$ cat config.mk
export PLATFORM = sky130hd
export DESIGN_NAME = text_renderer
export DESIGN_NICKNAME = d
export VERILOG_FILES = /design/src/rtl/text_pkg.sv /design/src/rtl/video_delay.sv /design/src/rtl/text_renderer.sv
export SDC_FILE = /design/constraint.sdc
export NUM_CORES = 1
export LEC_CHECK = 0
export CELL_PAD_IN_SITES_DETAIL_PLACEMENT = 2
export CELL_PAD_IN_SITES_GLOBAL_PLACEMENT = 2
export CORE_ASPECT_RATIO = 2
export CORE_MARGIN = 2
export CORE_UTILIZATION = 35
export DETAILED_ROUTE_END_ITERATION = 16
export GPL_TIMING_DRIVEN = 0
export PLACE_DENSITY = 0.83
export SYNTH_ARGS = -nofsm -noshare
export SYNTH_HDL_FRONTEND = slang
export SYNTH_SLANG_ARGS = --single-unit
$ cat constraint.sdc
create_clock -name clk -period 3 [get_ports clk]
set_clock_uncertainty 0.15 [all_clocks]
set_input_delay 0.45 -clock clk [delete_from_list [all_inputs] [get_ports clk]]
set_output_delay 0.45 -clock clk [all_outputs]
set_load 0.02 [all_outputs]
$ cat src/rtl/text_pkg.sv
// Shared constants and fetch-state encoding for the text-mode renderer.
package text_pkg;
  localparam int CHAR_W     = 8;
  localparam int CHAR_H     = 8;
  localparam int ROW_STRIDE = 64;
  localparam int PIPE_LAT   = 9;

  typedef enum logic [2:0] {
    ST_IDLE,
    ST_CHAR,
    ST_ATTR,
    ST_FONT,
    ST_GLYPH,
    ST_WAIT
  } fetch_state_e;
endpackage

$ cat src/rtl/video_delay.sv
// Fixed-depth shift register that keeps timing signals aligned with the pixel pipeline.
module video_delay
  import text_pkg::*;
#(
  parameter int DEPTH = PIPE_LAT,
  parameter int W     = 3
) (
  input  logic         clk,
  input  logic         resetn,
  input  logic [W-1:0] d_i,
  output logic [W-1:0] d_o
);
  logic [W-1:0] pipe_q [DEPTH];

  always_ff @(posedge clk or negedge resetn) begin
    if (!resetn) begin
      for (int i = 0; i < DEPTH; i++) pipe_q[i] <= '0;
    end else begin
      pipe_q[0] <= d_i;
      for (int i = 1; i < DEPTH; i++) pipe_q[i] <= pipe_q[i-1];
    end
  end

  assign d_o = pipe_q[DEPTH-1];
endmodule

$ cat src/rtl/text_renderer.sv
// Text-mode renderer: fetches char/attr/glyph per 8-pixel cell and shifts out colour indices.
// Optional TEXT_BLINK_EN: attr[7] becomes a blink flag driven by a vsync frame counter.
module text_renderer
  import text_pkg::*;
#(
  parameter int         COLS   = 30,
  parameter int         ROWS   = 17,
  parameter logic [3:0] BORDER = 4'h0
) (
  input  logic        clk,
  input  logic        resetn,
  input  logic [9:0]  x,
  input  logic [9:0]  y,
  input  logic        de_i,
  input  logic        hs_i,
  input  logic        vs_i,
  output logic [10:0] ram_adb,
  output logic        ram_ceb,
  input  logic [7:0]  ram_dout,
  output logic [10:0] font_ad,
  output logic        font_ce,
  input  logic [7:0]  font_dout,
  output logic [3:0]  pix,
  output logic        de_o,
  output logic        hs_o,
  output logic        vs_o,
  output logic [2:0]  dbg_state_o
);
  fetch_state_e state_q, state_d;

  logic [2:0]  phase, line;
  logic [6:0]  col, row;
  logic        in_area, active, load, load_text;
  logic [10:0] char_addr;
  logic [7:0]  char_q, attr_q, glyph_q, shift_q;
  logic [3:0]  fg_q, bg_q, pix_q, fg_c, bg_c;
  logic        in_text_q;
  logic [2:0]  tim_d;

  assign phase     = x[2:0];
  assign line      = y[2:0];
  assign col       = x[9:3];
  assign row       = y[9:3];
  assign in_area   = (x < 10'(COLS * CHAR_W)) && (y < 10'(ROWS * CHAR_H));
  assign active    = de_i && in_area;
  assign char_addr = 11'(int'(row) * ROW_STRIDE + int'(col) * 2);

  always_comb begin
    state_d = state_q;
    ram_adb = '0;
    ram_ceb = 1'b0;
    font_ad = '0;
    font_ce = 1'b0;
    if (!active) begin
      state_d = ST_IDLE;
    end else begin
      case (state_q)
        ST_IDLE:  if (phase == 3'd0) state_d = ST_CHAR;
        ST_CHAR: begin
          ram_adb = char_addr;
          ram_ceb = 1'b1;
          state_d = ST_ATTR;
        end
        ST_ATTR: begin
          ram_adb = char_addr + 11'd1;
          ram_ceb = 1'b1;
          state_d = ST_FONT;
        end
        ST_FONT: begin
          font_ad = {char_q, line};
          font_ce = 1'b1;
          state_d = ST_GLYPH;
        end
        ST_GLYPH: state_d = ST_WAIT;
        ST_WAIT:  if (phase == 3'd7) state_d = ST_IDLE;
        default:  state_d = ST_IDLE;
      endcase
    end
  end

  // Each read returns one cycle after its request, so data is captured in the following state.
  always_ff @(posedge clk or negedge resetn) begin
    if (!resetn) begin
      state_q <= ST_IDLE;
      char_q  <= '0;
      attr_q  <= '0;
      glyph_q <= '0;
    end else begin
      state_q <= state_d;
      if (state_q == ST_ATTR)  char_q  <= ram_dout;
      if (state_q == ST_FONT)  attr_q  <= ram_dout;
      if (state_q == ST_GLYPH) glyph_q <= font_dout;
    end
  end

`ifdef TEXT_BLINK_EN
  logic       vs_q;
  logic [5:0] frame_q;

  always_ff @(posedge clk or negedge resetn) begin
    if (!resetn) begin
      vs_q    <= 1'b0;
      frame_q <= '0;
    end else begin
      vs_q <= vs_i;
      if (vs_i && !vs_q) frame_q <= frame_q + 6'd1;
    end
  end

  assign bg_c = {1'b0, attr_q[6:4]};
  assign fg_c = (attr_q[7] && frame_q[5]) ? bg_c : attr_q[3:0];
`else
  assign bg_c = attr_q[7:4];
  assign fg_c = attr_q[3:0];
`endif

  // Load at every phase 7; only a completed fetch marks the next slot as text.
  assign load      = (phase == 3'd7);
  assign load_text = (state_q == ST_WAIT) && active;

  always_ff @(posedge clk or negedge resetn) begin
    if (!resetn) begin
      shift_q   <= '0;
      fg_q      <= '0;
      bg_q      <= '0;
      in_text_q <= 1'b0;
      pix_q     <= '0;
    end else begin
      if (load) begin
        shift_q   <= glyph_q;
        fg_q      <= fg_c;
        bg_q      <= bg_c;
        in_text_q <= load_text;
      end else begin
        shift_q <= {shift_q[6:0], 1'b0};
      end
      pix_q <= !in_text_q ? BORDER : (shift_q[7] ? fg_q : bg_q);
    end
  end

  video_delay #(.DEPTH(PIPE_LAT), .W(3)) u_delay (
    .clk    (clk),
    .resetn (resetn),
    .d_i    ({de_i, hs_i, vs_i}),
    .d_o    (tim_d)
  );

  assign {de_o, hs_o, vs_o} = tim_d;
  assign pix                = de_o ? pix_q : 4'h0;
  assign dbg_state_o        = state_q;
endmodule
# After elaboration in Yosys (flattened, before gate mapping)
# Index checks and enable logic that the tools add are counted.
[classes]
shift = 0
muxes = 16
n_mul = 0
magnitude_cmp = 2
addsub = 2
div_mod_pow = 0
bitwise = 0
n_reduce_logical = 7
n_eq_ne = 8
[op_table]
columns = ["op", "count"]
rows = [
  ["2-to-1 mux 11 bit", 3],
  ["one-hot mux 11 bit (2 select lines)", 1],
  ["less-than comparator 10 x 8 -> 1 bit (second input constant)", 2],
  ["one-hot mux 3 bit (6 select lines)", 1],
  ["2-to-1 mux 4 bit", 3],
  ["adder 11 x 1 -> 11 bit (second input constant)", 1],
  ["adder 11 x 8 -> 11 bit", 1],
  ["equality test 3 bit (second input constant)", 3],
  ["2-to-1 mux 3 bit", 3],
  ["2-to-1 mux 8 bit", 1],
  ["equality test 3 x 2 -> 1 bit (second input constant)", 2],
  ["logical NOT 3 bit", 2],
  ["!= test 3 bit (second input constant)", 2],
  ["2-to-1 mux 1 bit", 4],
  ["equality test 3 x 1 -> 1 bit (second input constant)", 1],
  ["logical AND 1 bit", 3],
  ["AND reduction 2 bit", 1],
  ["OR reduction 2 bit", 1],
]
[totals]
mem_bits_rw = 0
wordCells = 53
rom_bits = 0
register_bits = 75
in_bits = 41
n_memories = 0
output_inout_bits = 34
latchBits = 0

# Logic depth before layout (Yosys ltp)
# Gate-level depths: netlist of run 1.
[depth]
depth_word = 5
ltp_mapped = 6
mapped_depth_nobuf = 6

# Cells and area by module
# A second synthesis of run 1 with hierarchy kept.
[unflattened]
hier_cells = 231
hier_area_um2 = 2952.8
[modules_own_cells]
columns = ["module", "seq_area_each_um2", "instances", "cells_each", "area_each_um2"]
rows = [
  ["text_renderer", 1201.2, 1, 201, 2254.7],
  ["video_delay", 675.6, 1, 30, 698.2],
]

# Least setup slack after synthesis of run 1
# OpenSTA, ideal clock, no wires.
[synth_timing]
kind = "input to output"
from = "input port y[4]"
to = "output port ram_adb[9]"
t_arrival_ns = 1.851
path_stages = 3
path_buffers = 0
slack_ns = 0.549
t_required_ns = 2.400
cell_sequence = "o41a_1 -> or3_4 -> a211oi_1"
[synth_between]
elab_chain_cells = 4
elab_cells_between_ends = 7
classes_between = "2 x add/sub; 1 x order compare; 2 x mux; 2 x reduce/logical"
[synth_lines]
columns = ["element", "line_no", "rtl"]
rows = [
  ["from (decl)", "text_renderer.sv:13", "input logic [9:0] y,"],
  ["adder 11 x 8 -> 11 bit or less-than comparator 10 x 8 -> 1 bit (tied branches)", "text_renderer.sv:46, text_renderer.sv:44", ""],
  ["adder 11 x 1 -> 11 bit or logical AND 1 bit (tied branches)", "text_renderer.sv:65, text_renderer.sv:44", ""],
  ["one-hot mux 11 bit (2 select lines) or logical AND 1 bit (tied branches)", "text_renderer.sv:57, text_renderer.sv:45", ""],
  ["2-to-1 mux 11 bit (*)", "text_renderer.sv:54", "if (!active) begin"],
  ["to (decl)", "text_renderer.sv:17", "output logic [10:0] ram_adb,"],
]
# Mark *: on every way between the ends. The rest lies on a longest branch, timed or not.

# Final worst setup path of run 1
[layout_timing]
from = "input port y[4]"
to = "output port ram_adb[8]"
# Same word-level chain as after synthesis.

==> flow_summary.json, run 1 <==
{
  "leakage_uw": 0.00186,
  "cts_tree": "done",
  "synth_seq_area_share_pct": 62.7,
  "grt_start_max_net_pins": 76,
  "postRouteAntennaNets": 0,
  "area_growth_pct": 36.2,
  "fmax_mhz": 344,
  "fp.dieW_um": 69.4,
  "syn_inst": 226,
  "synth_common_cells": "dfrtp_1, mux2_2, inv_1",
  "cp.required_ps": 2400,
  "final.setup.tns_ps": 0,
  "grt_pass1_wl_um": 13000,
  "vias": 2027,
  "hold_buffers": 0,
  "status": "finished clean",
  "coreArea_mm2": 0.00829,
  "ir_worst_vdd_mv": 0.361,
  "post-place-ws_ps": -561,
  "finalPower_uw": 2360,
  "die_area_mm2": 0.00936,
  "setup-violations-final": 0,
  "ios": 75,
  "path_clk_slew_ps": 60,
  "drt_iter0_drc": 56,
  "antenna_found_initial": 0,
  "power.density_mw_per_mm2": 580,
  "finalHoldViolCount": 0,
  "port_buffers": 74,
  "syn_nets": 270,
  "synth_top_area_share_pct": 62.7,
  "cts_made_buffers": 9,
  "vias_per_cell": 4.88,
  "wire_per_inst_um": 19.1,
  "clock_path_buffers": 2,
  "yosysMostFrequentCell": "dfrtp_1",
  "nNetsFinal": 356,
  "hold_path.class": "primary input to async pin",
  "cap_violations": 0,
  "die_height_um": 135,
  "cts_sinks": 75,
  "period_minus_slack_ps": 2900,
  "drc": 0,
  "tightest_slew_ps": 925,
  "maxSlewViolCount": 0,
  "crit_type": "primary input to primary output",
  "ys.warnings.count": 0,
  "worstPathArrival_ps": 2300,
  "synth_top_area_cell": "dfrtp_1",
  "critPathCaptureType": "primary output",
  "avgSynthCellArea_um2": 13.3,
  "row_count": 47,
  "period_share_pct": 96.8,
  "drt_pass1_iterations": 4,
  "synth_cell_types": 34,
  "track_usage_pct": 18.6,
  "gp_congestion": 0.736,
  "synth-seq-cells": 75,
  "relSlewSlack_pct": 38.3,
  "syn-cell-area_mm2": 0.00300,
  "fin_area_mm2": 0.00408,
  "netlist_top_cells_area": "dfrtp_1, mux2_2, nor3_2",
  "cts_root_buffer": "clkbuf_16",
  "synth_edf_count": 0,
  "setup_ws_ps": 96.8,
  "grt_pass1_vias": 2497,
  "synthArstFlopShare_pct": 100,
  "clk_latency_ps": 340,
  "grt_setup_unrepaired": "false",
  "initial_core_util_pct": 36.1,
  "drt-total-wl_um": 7930,
  "htree_num_levels": 3,
  "dominantRegCellSynth": "dfrtp_1",
  "place_area_mm2": 0.00386,
  "dp_hpwl_um": 5530,
  "grt_overflow": 0,
  "layout-drive-gt1-share_pct": 31.2,
  "antenna_cells": 0,
  "worst_setup_path_start_kind": "primary input",
  "crit_fanout": 10
}
## power breakdown
part / internal (uW) / switching (uW) / leakage (uW)
logic: 85.4 / 72.8 / 0.000801
registers: 1060 / 22.0 / 0.000908
clock network: 674 / 452 / 0.000146
## flip-flops by register name (all words and copies together) (netlist names)
| signal | cells |
|---|---|
| fg_q | 4 |
| bg_q | 4 |
| in_text_q | 1 |
| attr_q | 8 |
| shift_q | 8 |
| u_delay.d_o | 3 |
| dbg_state_o | 3 |
| u_delay.pipe_q | 24 |
| glyph_q | 8 |
| char_q | 8 |
| pix_q | 4 |
## routing by layer
| metal | global-route usage, % | part of all wire [%] | vias to the layer above |
|---|---|---|---|
| met2 | 35.8 | 60 | 55 |
| met1 | 18.7 | 35 | 1039 |
| met4 | 7.84 | 2.0 | 0 |
| li1 | - | - | 923 |
| met5 | 0 | 0 | - |
| met3 | 4.40 | 3.6 | 10 |
## placed cells by master (no fill, tap or decap), types with 2 or more instances in the layout
master and n:
buf_4 2, mux2i_1 4, o21ai_0 11, nor3_1 4, nand2_1 12, ha_1 2, inv_6 2, buf_6 2
nor3_2 16, dfrtp_1 75, clkbuf_16 9, a21oi_1 2, a211oi_1 2, dlygate4sd2_1 2, buf_2 22, inv_1 23
clkbuf_1 4, clkbuf_2 3, xor2_1 2, nor2b_1 5, mux2_2 31, and2_1 5, nand3b_1 2, clkinvlp_4 2
nor2_1 4, clkdlybuf4s50_1 49
## final cells by class
cell class                 count  area (um2)
buffer                        10        57.6
clock buffer                  10         239
clock inverter                 6        71.3
fill                         824        4210
inverter                      23        86.3
multi-input combinational    118         990
sequential                    75        1880
tap                           98         123
timing repair buffer          75         637
## path summary, 6_finish.rpt
kind                                              from                          end  slack, ps  depth (start not counted)
max                                               y[4]                   ram_adb[8]        100                          6
min                                             resetn   dbg_state_o[1]$_DFFE_PN0P_         90                          1
max reg2reg                 dbg_state_o[1]$_DFFE_PN0P_        char_q[3]$_DFFE_PN0N_       1090                          3
min reg2reg                u_delay.pipe_q[8]$_DFF_PN0_  u_delay.pipe_q[5]$_DFF_PN0_        200                          0
max in group asynchronous                       resetn        char_q[2]$_DFFE_PN0N_       2000                          1
min in group clk           u_delay.pipe_q[8]$_DFF_PN0_  u_delay.pipe_q[5]$_DFF_PN0_        200                          0
## metrics by stage
step / std cells / utilization [%] / hold WS (ps)
after floorplan: 226 / - / 4.41
after global placement: 398 / 46.5 / 183
after detailed placement: 398 / 46.5 / 187
after CTS: 415 / 50.4 / 127
after global routing: 415 / 49.2 / 159
final: 415 / 49.2 / 91.3
## cells by family (layout without fill, tap and decap cells)
kind of cell	Yosys count	count (layout)	synth area share, %
compound gates	17	17	3.34
simple gates	60	60	14.0
mux	35	35	13.0
buf+inv	33	124	4.68
flops	75	75	62.7
xor+xnor	3	3	0.877
fa+ha+maj	3	3	1.50
## critical path: stages
cell	delay (ps)
clkdlybuf4s50_1	450
o41a_1	490
or3_4	420
buf_6	170
nor3_4	150
buf_2	180
## what timing repair did
action / 4_1_cts / 5_1_grt
setup endpoints to repair: 24 / 17
resized for setup: 74 / 22
buffers inserted: 1 / 0
pin swaps: 1 / 1
(Power assumes the default switching activity.)
==> inputs of run 2 (changes only) <==
--- a/config.mk
+++ b/config.mk
@@ -5,6 +5,7 @@
 export SDC_FILE = /design/constraint.sdc
 export NUM_CORES = 1
 export LEC_CHECK = 0
+export CAP_MARGIN = 20
 export CELL_PAD_IN_SITES_DETAIL_PLACEMENT = 2
 export CELL_PAD_IN_SITES_GLOBAL_PLACEMENT = 2
 export CORE_ASPECT_RATIO = 2
==> results of run 2 <==
Same layout as run 1: the final DEF is identical, and so are final timing and power.
